<file path="src/rtl/accel_dispatch_ctrl_if.sv">
// Signal bundle between the pipeline's EXE/MEM and MEM/WB stages, the three crypto
// engines, and the accelerator dispatch controller.
interface accel_dispatch_ctrl_if;
    logic       mem_ntt_start, mem_pwam_start, mem_keccak_start;
    logic       mem_ntt_we, mem_pwam_wea, mem_pwam_web, mem_keccak_we;
    logic       wb_ntt_start, wb_pwam_start, wb_keccak_start;
    logic       ntt_done, pwam_done, keccak_done;
    logic       ntt_req, pwam_req, keccak_req;
    logic       err_clr;
    logic       ntt_go, pwam_go, keccak_go;
    logic       memwb_ce, pipe_stall;
    logic [2:0] dmem_grant, busy, err;

    modport master (
        output mem_ntt_start, mem_pwam_start, mem_keccak_start,
               mem_ntt_we, mem_pwam_wea, mem_pwam_web, mem_keccak_we,
               wb_ntt_start, wb_pwam_start, wb_keccak_start,
               ntt_done, pwam_done, keccak_done,
               ntt_req, pwam_req, keccak_req, err_clr,
        input  ntt_go, pwam_go, keccak_go, memwb_ce, pipe_stall,
               dmem_grant, busy, err
    );

    modport slave (
        input  mem_ntt_start, mem_pwam_start, mem_keccak_start,
               mem_ntt_we, mem_pwam_wea, mem_pwam_web, mem_keccak_we,
               wb_ntt_start, wb_pwam_start, wb_keccak_start,
               ntt_done, pwam_done, keccak_done,
               ntt_req, pwam_req, keccak_req, err_clr,
        output ntt_go, pwam_go, keccak_go, memwb_ce, pipe_stall,
               dmem_grant, busy, err
    );
endinterface

</file>
<file path="src/rtl/accel_dispatch_ctrl.sv">
// Launches and tracks the NTT/PWAM/Keccak engines, stalls the pipeline on busy-engine
// hazards, and round-robin arbitrates the shared DMEM port.
module accel_dispatch_ctrl #(
    parameter int unsigned TO_W    = 16,
    parameter int unsigned TIMEOUT = 4095
) (
    input  logic                 clk,
    input  logic                 rst,
    accel_dispatch_ctrl_if.slave bus
);
    typedef enum logic [1:0] {S_IDLE, S_LAUNCH, S_BUSY, S_ERR} eng_state_e;

    localparam logic [TO_W-1:0] TO_LIM = TO_W'(TIMEOUT);
    localparam logic [TO_W-1:0] TO_ONE = TO_W'(1);

    eng_state_e      st     [3];
    eng_state_e      st_nxt [3];
    logic [TO_W-1:0] cnt     [3];
    logic [TO_W-1:0] cnt_nxt [3];

    logic [2:0] wb_start, done_v, req_v, mem_hit;
    logic [2:0] busy_v, go_v, err_v;
    logic [2:0] grant, grant_nxt;
    logic [1:0] last, last_nxt;
    logic       hz;

    // Vectors are ordered {keccak, pwam, ntt}; PWAM has two CPU write ports.
    assign wb_start = {bus.wb_keccak_start, bus.wb_pwam_start, bus.wb_ntt_start};
    assign done_v   = {bus.keccak_done, bus.pwam_done, bus.ntt_done};
    assign req_v    = {bus.keccak_req, bus.pwam_req, bus.ntt_req};
    assign mem_hit  = {bus.mem_keccak_start | bus.mem_keccak_we,
                       bus.mem_pwam_start | bus.mem_pwam_wea | bus.mem_pwam_web,
                       bus.mem_ntt_start | bus.mem_ntt_we};

    always_ff @(posedge clk or negedge rst) begin
        if (!rst) begin
            for (int unsigned i = 0; i < 3; i++) begin
                st[i]  <= S_IDLE;
                cnt[i] <= '0;
            end
            grant <= '0;
            last  <= 2'd2;
        end else begin
            for (int unsigned i = 0; i < 3; i++) begin
                st[i]  <= st_nxt[i];
                cnt[i] <= cnt_nxt[i];
            end
            grant <= grant_nxt;
            last  <= last_nxt;
        end
    end

    // A done in the same cycle as the timeout boundary takes precedence over the timeout.
    always_comb begin
        for (int unsigned i = 0; i < 3; i++) begin
            st_nxt[i]  = st[i];
            cnt_nxt[i] = cnt[i];
            unique case (st[i])
                S_IDLE: begin
                    if (wb_start[i]) st_nxt[i] = S_LAUNCH;
                end
                S_LAUNCH: begin
                    st_nxt[i]  = S_BUSY;
                    cnt_nxt[i] = '0;
                end
                S_BUSY: begin
                    cnt_nxt[i] = cnt[i] + TO_ONE;
                    if (done_v[i]) begin
                        st_nxt[i] = S_IDLE;
                    end else if ((TIMEOUT != 0) && (cnt_nxt[i] == TO_LIM)) begin
                        st_nxt[i] = S_ERR;
                    end
                end
                S_ERR: begin
                    if (bus.err_clr) st_nxt[i] = S_IDLE;
                end
                default: st_nxt[i] = S_IDLE;
            endcase
        end
    end

    always_comb begin
        busy_v = '0;
        go_v   = '0;
        err_v  = '0;
        for (int unsigned i = 0; i < 3; i++) begin
            busy_v[i] = (st[i] != S_IDLE);
            go_v[i]   = (st[i] == S_LAUNCH);
            err_v[i]  = (st[i] == S_ERR);
        end
    end

    function automatic logic [1:0] rr_pick(input logic [1:0] from, input int unsigned step);
        int unsigned s;
        s = (32'(from) + step) % 3;
        return s[1:0];
    endfunction

    // Grant is only recomputed from an empty port, giving one idle cycle between owners.
    always_comb begin
        grant_nxt = '0;
        last_nxt  = last;
        if (grant != '0) begin
            if ((grant & req_v) != '0) grant_nxt = grant;
        end else begin
            for (int unsigned k = 1; k <= 3; k++) begin
                if ((grant_nxt == '0) && req_v[rr_pick(last, k)]) begin
                    grant_nxt[rr_pick(last, k)] = 1'b1;
                    last_nxt                    = rr_pick(last, k);
                end
            end
        end
    end

    assign hz = |(mem_hit & busy_v);

    assign bus.ntt_go     = go_v[0];
    assign bus.pwam_go    = go_v[1];
    assign bus.keccak_go  = go_v[2];
    assign bus.busy       = busy_v;
    assign bus.err        = err_v;
    assign bus.dmem_grant = grant;
    assign bus.pipe_stall = hz;
    assign bus.memwb_ce   = ~hz;
endmodule

</file>
<file path="src/flat_wrapper.sv">
// flat-port wrapper written by rule: the top's interface ports become plain ports
module accel_dispatch_ctrl_flat 
#(
    parameter int unsigned TO_W    = 16,
    parameter int unsigned TIMEOUT = 4095
)
  (clk, rst, bus_mem_ntt_start, bus_mem_pwam_start, bus_mem_keccak_start, bus_mem_ntt_we, bus_mem_pwam_wea, bus_mem_pwam_web, bus_mem_keccak_we, bus_wb_ntt_start, bus_wb_pwam_start, bus_wb_keccak_start, bus_ntt_done, bus_pwam_done, bus_keccak_done, bus_ntt_req, bus_pwam_req, bus_keccak_req, bus_err_clr, bus_ntt_go, bus_pwam_go, bus_keccak_go, bus_memwb_ce, bus_pipe_stall, bus_dmem_grant, bus_busy, bus_err);
  accel_dispatch_ctrl_if bus_i ();
  input  logic clk;
  input  logic rst;
  input wire logic [$bits(bus_i.mem_ntt_start)-1:0] bus_mem_ntt_start;
  input wire logic [$bits(bus_i.mem_pwam_start)-1:0] bus_mem_pwam_start;
  input wire logic [$bits(bus_i.mem_keccak_start)-1:0] bus_mem_keccak_start;
  input wire logic [$bits(bus_i.mem_ntt_we)-1:0] bus_mem_ntt_we;
  input wire logic [$bits(bus_i.mem_pwam_wea)-1:0] bus_mem_pwam_wea;
  input wire logic [$bits(bus_i.mem_pwam_web)-1:0] bus_mem_pwam_web;
  input wire logic [$bits(bus_i.mem_keccak_we)-1:0] bus_mem_keccak_we;
  input wire logic [$bits(bus_i.wb_ntt_start)-1:0] bus_wb_ntt_start;
  input wire logic [$bits(bus_i.wb_pwam_start)-1:0] bus_wb_pwam_start;
  input wire logic [$bits(bus_i.wb_keccak_start)-1:0] bus_wb_keccak_start;
  input wire logic [$bits(bus_i.ntt_done)-1:0] bus_ntt_done;
  input wire logic [$bits(bus_i.pwam_done)-1:0] bus_pwam_done;
  input wire logic [$bits(bus_i.keccak_done)-1:0] bus_keccak_done;
  input wire logic [$bits(bus_i.ntt_req)-1:0] bus_ntt_req;
  input wire logic [$bits(bus_i.pwam_req)-1:0] bus_pwam_req;
  input wire logic [$bits(bus_i.keccak_req)-1:0] bus_keccak_req;
  input wire logic [$bits(bus_i.err_clr)-1:0] bus_err_clr;
  output wire logic [$bits(bus_i.ntt_go)-1:0] bus_ntt_go;
  output wire logic [$bits(bus_i.pwam_go)-1:0] bus_pwam_go;
  output wire logic [$bits(bus_i.keccak_go)-1:0] bus_keccak_go;
  output wire logic [$bits(bus_i.memwb_ce)-1:0] bus_memwb_ce;
  output wire logic [$bits(bus_i.pipe_stall)-1:0] bus_pipe_stall;
  output wire logic [$bits(bus_i.dmem_grant)-1:0] bus_dmem_grant;
  output wire logic [$bits(bus_i.busy)-1:0] bus_busy;
  output wire logic [$bits(bus_i.err)-1:0] bus_err;
  assign bus_i.mem_ntt_start = bus_mem_ntt_start;
  assign bus_i.mem_pwam_start = bus_mem_pwam_start;
  assign bus_i.mem_keccak_start = bus_mem_keccak_start;
  assign bus_i.mem_ntt_we = bus_mem_ntt_we;
  assign bus_i.mem_pwam_wea = bus_mem_pwam_wea;
  assign bus_i.mem_pwam_web = bus_mem_pwam_web;
  assign bus_i.mem_keccak_we = bus_mem_keccak_we;
  assign bus_i.wb_ntt_start = bus_wb_ntt_start;
  assign bus_i.wb_pwam_start = bus_wb_pwam_start;
  assign bus_i.wb_keccak_start = bus_wb_keccak_start;
  assign bus_i.ntt_done = bus_ntt_done;
  assign bus_i.pwam_done = bus_pwam_done;
  assign bus_i.keccak_done = bus_keccak_done;
  assign bus_i.ntt_req = bus_ntt_req;
  assign bus_i.pwam_req = bus_pwam_req;
  assign bus_i.keccak_req = bus_keccak_req;
  assign bus_i.err_clr = bus_err_clr;
  assign bus_ntt_go = bus_i.ntt_go;
  assign bus_pwam_go = bus_i.pwam_go;
  assign bus_keccak_go = bus_i.keccak_go;
  assign bus_memwb_ce = bus_i.memwb_ce;
  assign bus_pipe_stall = bus_i.pipe_stall;
  assign bus_dmem_grant = bus_i.dmem_grant;
  assign bus_busy = bus_i.busy;
  assign bus_err = bus_i.err;
  accel_dispatch_ctrl #(.TO_W(TO_W), .TIMEOUT(TIMEOUT)) u_core (.clk(clk), .rst(rst), .bus(bus_i));
endmodule
</file>
<file path="config.mk">
export PLATFORM = sky130hd
export DESIGN_NAME = accel_dispatch_ctrl_flat
export DESIGN_NICKNAME = d
export VERILOG_FILES = /design/src/rtl/accel_dispatch_ctrl_if.sv /design/src/rtl/accel_dispatch_ctrl.sv /design/src/flat_wrapper.sv
export SDC_FILE = /design/constraint.sdc
export NUM_CORES = 1
export LEC_CHECK = 0
export ABC_AREA = 0
export CAP_MARGIN = 5
export CORE_AREA = 2 2 114 161
export DETAILED_ROUTE_END_ITERATION = 6
export DIE_AREA = 0 0 116 163
export HOLD_SLACK_MARGIN = 0.05
export PLACE_DENSITY = 0.38
export RECOVER_POWER = 25
export REMOVE_ABC_BUFFERS = 1
export SLEW_MARGIN = 5
export SYNTH_ARGS = -nofsm -noshare
export SYNTH_HDL_FRONTEND = slang
export SYNTH_SLANG_ARGS = --single-unit
</file>
<file path="constraint.sdc">
create_clock -name clk -period 6.15 [get_ports clk]
set_input_delay 0.9225 -clock clk [delete_from_list [all_inputs] [get_ports clk]]
set_output_delay 0.9225 -clock clk [all_outputs]
set_load 0.01 [all_outputs]
</file>
==> flow_metrics.env, run 1 <==
export IMPL_drc_errors=0
export IMPL_synth_edf_count=0
export IMPL_layout_drive_gt1_share_pct=5.63
export IMPL_whs_path_depth=1
export IMPL_status="finished, violations left"
export IMPL_post_cts_buffers=0
export IMPL_io_buffer_count=32
export IMPL_vias=3718
export IMPL_fin_setup_tns_ns=0
export IMPL_fmax_ghz=0.257
export IMPL_cp_slowest_cell="clkbuf_1"
export IMPL_skew_ns=0.00730
export IMPL_hpwl_mm=8.02
export IMPL_dpl_worst_slack_ns=2.97
export IMPL_synth_seq_cells=59
export IMPL_worst_skew_pair_late_latency_ns=0.33
export IMPL_timing_final_max_slew_violations=60
export IMPL_synth_warnings=0
export IMPL_core_rowCount=58
export IMPL_post_drt_wl_per_cell_um=14.6
export IMPL_regToRegSetupSlack_ns=3.88
export IMPL_start_kind="primary input"
export IMPL_gp_congestion=0.771
export IMPL_cp_num_cells=2
export IMPL_cp_required_ns=5.77
export IMPL_hold_end="u_core.cnt[31]"
export IMPL_criticalPathCategory="in2async"
export IMPL_grt_pass1_wl_mm=18.9
export IMPL_setup_slack_ns=2.26
export IMPL_drt_wl_total_mm=11.3
export IMPL_synth_area_top_cells="dfrtp_1 (34%), ha_1 (7.3%), o21ai_0 (4.7%), o2bb2ai_1 (4.5%), mux2i_1 (4.0%)"
export IMPL_vdd_ir_drop_max_uv=148
export IMPL_cts_tree="built"
export IMPL_grt_pass1_vias=3734
export IMPL_die_h_um=163
export IMPL_synth_area_per_cell_um2=8.46
export IMPL_num_io_pins=33
export IMPL_synthCells=507
export IMPL_path_clk_slew_ns=0.06
export IMPL_cp_num_buf_inv=2
export IMPL_cts_resized_gates=0
export IMPL_cp_cell_sequence="buf_2, clkbuf_1"
export IMPL_leakagePower_nw=2.06
export IMPL_drv_cap=1
export IMPL_vias_per_cell=4.81
export IMPL_clock_sinks=59
export IMPL_worstPathMaxFanout=59
export IMPL_violations="capacitance limit, slew limit"
export IMPL_seq_area_frac_synth_pct=34.4
export IMPL_r2r_end="u_core.cnt[27]"
export IMPL_antenna_found_initial=0
export IMPL_cts_hold_buf=0
export IMPL_crit_family="buffers and inverters"
export IMPL_power_density_nw_per_um2=372
export IMPL_first_iter_violations=214
export IMPL_synthFlopType="dfrtp_1"
export IMPL_gr_total_overflow=0
export IMPL_final_nets=572
export IMPL_yosysTopAreaCell="dfrtp_1"
export IMPL_finalCriticalPeriod_ns=3.89
export IMPL_rsz0062_at_grt="false"
export IMPL_relSlewSlack_pct=-135
export IMPL_htree_num_levels=3
export IMPL_arrival_ns=3.51
export IMPL_fin_crit_sh_pct=63.2
export IMPL_fp_coreArea_um2=17600
export IMPL_setup_viol=0
export IMPL_grt_max_degree=60
export IMPL_grt_usage_pct=12.6
export IMPL_die_w_um=116
export IMPL_netlist_area_um2=4290
export IMPL_worstMarginPinSlew_ns=3.53
export IMPL_ys_types=63
export IMPL_finalHoldViolations=0
export IMPL_numCtsBuffers=9
export IMPL_clockRootBuffer="clkbuf_16"
export IMPL_initial_core_util_pct=24.4
export IMPL_min_delay_start="u_core.cnt[31]"
export IMPL_cp_end_kind="async pin"
export IMPL_syn_to_final_growth_pct=19.9
export IMPL_synthArstFlopShare_pct=100
export IMPL_hp_class="reg2reg"
export IMPL_drt_pass1_iterations=4
export IMPL_die_area_um2=18900
export IMPL_cts_buffer_depth=2
export IMPL_reg2reg_from="u_core.st[2]"
export IMPL_n_antenna_cell=0
export IMPL_slowest_delay_ns=2.47
export IMPL_r2r_cells=6
export IMPL_ant_nets=0
export IMPL_synth_top_area_share_pct=33.8
==> cell usage in the layout (no fill, tap or decap), types with 2 or more instances in the layout <==
cell type	instances
a21oi_1	24
a22o_1	7
a31oi_1	3
and2_1	5
and3_1	6
and4_1	5
bufinv_16	3
clkbuf_1	2
clkbuf_16	9
clkdlybuf4s50_1	31
clkinv_2	2
dfrtp_1	58
ha_1	25
inv_1	45
mux2i_1	17
nand2_1	42
nand2b_1	4
nand3_1	26
nand3_2	3
nand3b_1	2
nand4_1	14
nor2_1	26
nor2b_1	10
nor3_1	17
nor3_2	3
nor3b_1	3
nor4_1	7
nor4b_1	3
o2111ai_1	2
o211a_1	2
o211ai_1	3
o21a_1	5
o21ai_0	40
o22ai_1	10
o2bb2ai_1	22
o31ai_1	5
or3_1	3
xnor2_1	10
xor2_1	2
==> where the power goes <==
part | internal (W) | leakage [nW] | switching, W
sequential | 0.000438 | 0.804 | 0.0000586
combinational | 0.000296 | 1.08 | 0.000528
clock | 0.000406 | 0.169 | 0.000187
total | 0.00114 | 2.06 | 0.000773
==> how the worst max path moves through the flow <==
stage	to	start
after detailed placement	bus_memwb_ce	bus_mem_pwam_wea
after CTS	bus_memwb_ce	bus_mem_pwam_wea
final	u_core.cnt[46]	rst
after floorplan	bus_memwb_ce	bus_mem_pwam_wea
after global placement	bus_memwb_ce	bus_mem_pwam_wea
after global routing	u_core.cnt[47]	rst
==> Yosys cell counts, types with 2 or more instances <==
library cell,count
a21oi_1,24
a22o_1,7
a31oi_1,3
and2_1,5
and3_1,6
and4_1,5
buf_2,5
buf_4,2
clkbuf_1,15
dfrtp_1,58
ha_1,25
inv_1,45
mux2i_1,17
nand2_1,42
nand2b_1,4
nand3_1,26
nand3_2,3
nand3b_1,2
nand4_1,14
nor2_1,26
nor2b_1,10
nor3_1,17
nor3_2,3
nor3b_1,3
nor4_1,7
nor4b_1,3
o2111ai_1,2
o211a_1,2
o211ai_1,3
o21a_1,5
o21ai_0,40
o22ai_1,10
o2bb2ai_1,22
o31ai_1,5
or3_1,3
xnor2_1,10
xor2_1,2
==> cells by family after synthesis <==
| group | Yosys count | share of synthesized area (%) |
|---|---|---|
| flops | 59 | 34.4 |
| simple gates | 188 | 23.9 |
| xor+xnor | 12 | 2.45 |
| compound gates | 137 | 21.2 |
| fa+ha+maj | 25 | 7.29 |
| mux | 18 | 4.31 |
| buf+inv | 68 | 6.44 |
==> registers in the layout (all words and copies together), names as in the netlist <==
name / flops
u_core.last: 2
u_core.bus.dmem_grant: 3
u_core.cnt: 48
u_core.st: 6
==> stage by stage <==
stage | utilization (%) | hold slack (ns) | instances | power, W | cell area (um2)
after floorplan | - | 0.477 | 484 | 0.00103 | 4180
after global placement | 27.4 | 0.501 | 757 | 0.00134 | 4810
after detailed placement | 27.4 | 0.500 | 757 | 0.00134 | 4810
after CTS | 29.3 | 0.515 | 773 | 0.00195 | 5150
after global routing | 29.3 | 0.535 | 773 | 0.00207 | 5150
final | 29.3 | 0.518 | 773 | 0.00191 | 5150
==> area by class of cell <==
class / instances / area [um2]
tap: 240 / 300
sequential: 59 / 1480
multi-input combinational: 380 / 2540
timing repair buffer: 33 / 319
inverter: 45 / 169
clock inverter: 5 / 100
fill: 1910 / 12400
clock buffer: 11 / 243
==> routing by layer <==
metal / up-vias / global-route usage [%] / wire length, um
met1: 1762 / 15.2 / 5110
met4: 0 / 4.38 / 197
met5: - / 0 / 0
li1: 1885 / - / -
met2: 57 / 22.1 / 5620
met3: 14 / 2.57 / 327
Power figures use the tool's default switching activity.
==> inputs of run 2 (changes only) <==
PLACE_DENSITY = 0.4   (was 0.38)
clock period = 3.1 ns   (was 6.15 ns; I/O delays follow)
==> run 2 against run 1 <==
Against the previous run: the flow now finishes without violations; hold slack lost 0.22 ns; die area is the same; non-clock buffer count grew 4; critical path depth grew 4; final area shrank 0.36%; register-to-register slack lost 3.0 ns; power grew 91%.
==> flow_metrics.env, run 2 (synthesized netlist as in run 1, its figures left out) <==
export IMPL_largest_register="u_core.cnt"
export IMPL_layout_drive_gt1_share_pct=6.15
export IMPL_fin_setup_tns_ns=0
export IMPL_hpwl_mm=8.27
export IMPL_die_w_um=116
export IMPL_cts_hold_buf=0
export IMPL_leakagePower_nw=2.05
export IMPL_gr_total_overflow=0
export IMPL_io_buffer_count=32
export IMPL_relSlewSlack_pct=28.0
export IMPL_reg2reg_from="u_core.last[1]"
export IMPL_cts_tree="built"
export IMPL_grt_pass1_vias=3833
export IMPL_regToRegSetupSlack_ns=0.86
export IMPL_vias=3771
export IMPL_worst_skew_pair_late_latency_ns=0.33
export IMPL_grt_pass1_wl_mm=18.9
export IMPL_num_io_pins=33
export IMPL_initial_core_util_pct=24.4
export IMPL_criticalPathCategory="reg2out"
export IMPL_htree_num_levels=3
export IMPL_clock_sinks=59
export IMPL_gp_congestion=0.810
export IMPL_die_area_um2=18900
export IMPL_status="complete, no violations"
export IMPL_cp_end_kind="primary output"
export IMPL_finalInstanceArea_um2=5130
export IMPL_fp_coreArea_um2=17600
export IMPL_arrival_ns=2.00
export IMPL_post_drt_wl_per_cell_um=14.3
export IMPL_path_clk_slew_ns=0.06
export IMPL_fmax_ghz=0.406
export IMPL_largest_reg_flops=48
export IMPL_setup_viol=0
export IMPL_ant_nets=0
export IMPL_finalCriticalPeriod_ns=2.46
export IMPL_rsz0062_at_grt="false"
export IMPL_fillCellCount=1932
export IMPL_timing_final_max_slew_violations=0
export IMPL_grt_max_degree=33
export IMPL_cp_slowest_cell="clkdlybuf4s50_1"
export IMPL_slowest_delay_ns=0.59
export IMPL_vdd_ir_drop_max_uv=387
export IMPL_syn_to_final_growth_pct=19.5
export IMPL_hp_class="in2async"
export IMPL_drt_wl_total_mm=11.1
export IMPL_drc_errors=0
export IMPL_power_w=0.00366
export IMPL_crit_top_cell="inv_1"
export IMPL_final_nets=576
export IMPL_layout_common_cells="dfrtp_1 (58), inv_1 (45), nand2_1 (42)"
export IMPL_vias_per_cell=4.85
export IMPL_numCtsBuffers=9
export IMPL_antenna_found_initial=0
export IMPL_cp_cell_sequence="inv_1, ha_1, inv_1, o21ai_0, o221ai_1, clkdlybuf4s50_1"
export IMPL_drv_cap=0
export IMPL_clockRootBuffer="clkbuf_16"
export IMPL_die_h_um=163
export IMPL_core_rowCount=58
export IMPL_cts_resized_gates=0
export IMPL_n_antenna_cell=0
export IMPL_cts_buffer_depth=2
export IMPL_drt_pass1_iterations=4
export IMPL_finalHoldViolations=0
export IMPL_fin_crit_sh_pct=79.5
export IMPL_first_iter_violations=157
export IMPL_final_common_cell="dfrtp_1"
export IMPL_post_cts_buffers=0
export IMPL_worstPathMaxFanout=6
export IMPL_skew_ns=0.00819
export IMPL_r2r_end="u_core.last[0]"
export IMPL_placed_cell_area_um2=4840
export IMPL_grt_usage_pct=12.6
export IMPL_r2r_cells=8
export IMPL_power_density_nw_per_um2=714
export IMPL_cp_required_ns=2.63
export IMPL_start_kind="flop"
export IMPL_worstMarginPinSlew_ns=1.08
==> run 2: cell types whose count changed in the layout (fill, tap and decap cells not counted) <==
cell	delta
clkinv_2	+1
buf_4	+4
buf_2	-1
clkbuf_1	+1
clkinvlp_4	+1
bufinv_16	-2
==> run 2: metrics by stage <==
step	util, %	hold slack, ns	cells	setup WS [ns]
final	29.2	0.299	777	0.635
after floorplan	-	0.169	484	1.11
after global routing	29.2	0.387	777	0.484
after CTS	29.2	0.0805	777	0.559
after detailed placement	27.5	0.444	761	0.746
after global placement	27.5	0.429	761	0.813
==> run 2: layout make-up <==
class / count / area (um2) / area share (%)
multi-input combinational: 380 / 2540 / 49.5
sequential: 59 / 1480 / 28.8
timing repair buffer: 37 / 348 / 6.78
tap: 240 / 300 / 5.86
clock buffer: 11 / 243 / 4.73
inverter: 45 / 169 / 3.29
clock inverter: 5 / 52.6 / 1.02
==> run 2: critical path, delay by kind of cell (launching register included) <==
family                   cells  cell delay (ns)
adder cells (fa/ha/maj)      1             0.19
AO/OA/AOI/OAI                2             0.21
flip-flops                   1             0.43
buffers and inverters        3             0.83
==> run 2: layer usage <==
| metal | vias up | wire, um | global-route usage, % |
|---|---|---|---|
| met5 | - | 0 | 0 |
| met4 | 0 | 220 | 4.55 |
| met3 | 19 | 377 | 2.72 |
| met2 | 71 | 5710 | 22.5 |
| met1 | 1787 | 4820 | 14.6 |
| li1 | 1894 | - | - |
==> run 2: worst max-delay path by stage <==
stage | start | to | slack (ns)
finish | u_core.st[5] | bus_pipe_stall | 0.64
detailed placement | bus_pwam_req | u_core.last[0] | 0.75
global route | u_core.st[5] | bus_pipe_stall | 0.48
CTS | u_core.st[5] | bus_pipe_stall | 0.56
global placement | bus_mem_pwam_wea | bus_memwb_ce | 0.81
floorplan | u_core.last[1] | u_core.last[0] | 1.11
==> run 2: where the power goes <==
group | switching [W] | internal, W | total [W]
sequential | 0.000118 | 0.000869 | 0.000987
clock | 0.000374 | 0.000640 | 0.00101
combinational | 0.00105 | 0.000613 | 0.00166
==> inputs of run 3 (changes only) <==
PLACE_DENSITY = 0.38   (was 0.4)
clock period = 2.29 ns   (was 3.1 ns; I/O delays follow)
==> run 3 against run 2 <==
Against the previous run: via count up 1.3%; register-to-register slack worse by 0.70 ns; worst setup slack worse by 0.49 ns; non-clock buffer count up 21; wire length up 6.9%; die area unchanged; global-route usage up 1.2 points; critical path depth down 2; final cell count up 2.6%; combinational power up 49%; clock-buffer cell count up 1; clock power up 25%.
==> flow_metrics.env, run 3 (synthesized netlist as in run 1, its figures left out) <==
export IMPL_crit_family="buffers and inverters"
export IMPL_hpwl_mm=8.76
export IMPL_final_nets=597
export IMPL_grt_pass1_wl_mm=20.2
export IMPL_initial_core_util_pct=24.4
export IMPL_skew_ns=0.0111
export IMPL_placed_cell_area_um2=5000
export IMPL_syn_to_final_growth_pct=23.2
export IMPL_hold_end="u_core.cnt[15]"
export IMPL_fp_coreArea_um2=17600
export IMPL_layout_drive_gt1_share_pct=10.2
export IMPL_largest_register="u_core.cnt"
export IMPL_layout_common_cells="dfrtp_1 (57), inv_1 (45), nand2_1 (42)"
export IMPL_post_drt_wl_per_cell_um=14.9
export IMPL_grt_pass1_vias=3953
export IMPL_start_kind="flop"
export IMPL_die_area_um2=18900
export IMPL_arrival_ns=1.80
export IMPL_ant_nets=0
export IMPL_hp_class="reg2reg"
export IMPL_drv_cap=0
export IMPL_numCtsBuffers=9
export IMPL_timing_final_max_slew_violations=0
export IMPL_n_antenna_cell=0
export IMPL_grt_max_degree=33
export IMPL_clockRootBuffer="clkbuf_16"
export IMPL_r2r_cells=8
export IMPL_regToRegSetupSlack_ns=0.16
export IMPL_crit_top_cell="inv_1"
export IMPL_leakagePower_nw=2.15
export IMPL_cp_required_ns=1.95
export IMPL_fin_setup_tns_ns=0
export IMPL_die_w_um=116
export IMPL_cp_cell_sequence="inv_1, ha_1, inv_1, clkdlybuf4s50_1"
export IMPL_cp_end_kind="primary output"
export IMPL_vdd_ir_drop_max_uv=467
export IMPL_largest_reg_flops=48
export IMPL_core_rowCount=58
export IMPL_criticalPathCategory="reg2out"
export IMPL_finalCriticalPeriod_ns=2.15
export IMPL_rsz0062_at_grt="false"
export IMPL_finalInstanceArea_um2=5290
export IMPL_grt_usage_pct=13.8
export IMPL_io_buffer_count=32
export IMPL_path_clk_slew_ns=0.05
export IMPL_die_h_um=163
export IMPL_whs_path_depth=1
export IMPL_cts_buffer_depth=2
export IMPL_worstPathMaxFanout=5
export IMPL_min_delay_start="u_core.cnt[15]"
export IMPL_num_io_pins=33
export IMPL_htree_num_levels=3
export IMPL_setup_viol=0
export IMPL_cts_tree="built"
export IMPL_slowest_delay_ns=0.57
export IMPL_fillCellCount=1901
export IMPL_drt_pass1_iterations=4
export IMPL_power_density_nw_per_um2=959
export IMPL_finalHoldViolations=0
export IMPL_antenna_found_initial=0
export IMPL_cp_num_buf_inv=3
export IMPL_seq_area_um2=1480
export IMPL_r2r_end="u_core.last[0]"
export IMPL_reg2reg_from="u_core.last[0]"
export IMPL_status="complete, no violations"
export IMPL_vias_per_cell=4.79
export IMPL_worst_skew_pair_late_latency_ns=0.35
export IMPL_final_common_cell="dfrtp_1"
export IMPL_fin_crit_sh_pct=93.8
export IMPL_gr_total_overflow=0
export IMPL_cp_slowest_cell="clkdlybuf4s50_1"
export IMPL_vias=3821
export IMPL_drt_wl_total_mm=11.9
export IMPL_relSlewSlack_pct=0.497
export IMPL_gp_congestion=0.772
export IMPL_fmax_ghz=0.466
export IMPL_drc_errors=0
export IMPL_worstMarginPinSlew_ns=1.49
export IMPL_clock_sinks=59
export IMPL_multi_input_comb_area_um2=2560
export IMPL_first_iter_violations=258
[run 3: what timing repair did]
item,4_1_cts,5_1_grt
hold buffers,1,0
resized for setup,4,3
pin swaps,0,1
setup buffers,0,0
endpoints found under the hold margin,16,0
setup endpoints to repair,4,5
[run 3: metal layers]
metal  wire length, um  global-route usage, %
met2              5870                   23.6
met3               333                   1.94
met4               293                   7.14
met1              5400                   16.7
met5                 0                      0
[run 3: area by class of cell]
class / instances / area share [%]
Tap cell: 240 / 5.68
Timing Repair Buffer: 58 / 9.87
Inverter: 45 / 3.19
Multi-Input combinational cell: 380 / 48.4
Clock inverter: 3 / 0.284
Clock buffer: 12 / 4.66
Sequential cell: 59 / 28.0
[run 3: worst register-to-register path: cells and delay by family, from the launching register on]
family	cells	cell delay, ns
compound gates	4	0.80
fa+ha+maj	1	0.46
flops	1	0.38
simple gates	2	0.29
buf+inv	1	0.09
[run 3: how the worst max path moves through the flow]
| stage | startpoint | endpoint | depth (start not counted) |
|---|---|---|---|
| after global placement | u_core.st[5] | u_core.st[4] | 8 |
| after CTS | u_core.last[0] | u_core.last[0] | 8 |
| after detailed placement | u_core.st[5] | u_core.st[5] | 8 |
| after global routing | u_core.st[0] | bus_busy[2] | 4 |
| final | u_core.st[4] | bus_busy[0] | 4 |
| after floorplan | u_core.last[1] | u_core.last[0] | 7 |
[run 3: power by group]
| group | switching, W | internal [W] |
|---|---|---|
| combinational | 0.00150 | 0.000983 |
| clock | 0.000509 | 0.000750 |
| sequential | 0.000152 | 0.00118 |
[run 3: stage by stage]
step                      utilization [%]  setup slack [ns]  power, W  hold WS (ns)  instances
final                                30.1             0.143   0.00507         0.515        797
after global routing                 30.1            0.0253   0.00549         0.539        797
after CTS                            30.0             0.107   0.00515         0.516        797
after detailed placement             28.5           0.00761   0.00385         0.402        781
after global placement               28.5          0.000411   0.00383         0.399        781
after floorplan                         -             0.304   0.00277        0.0479        484
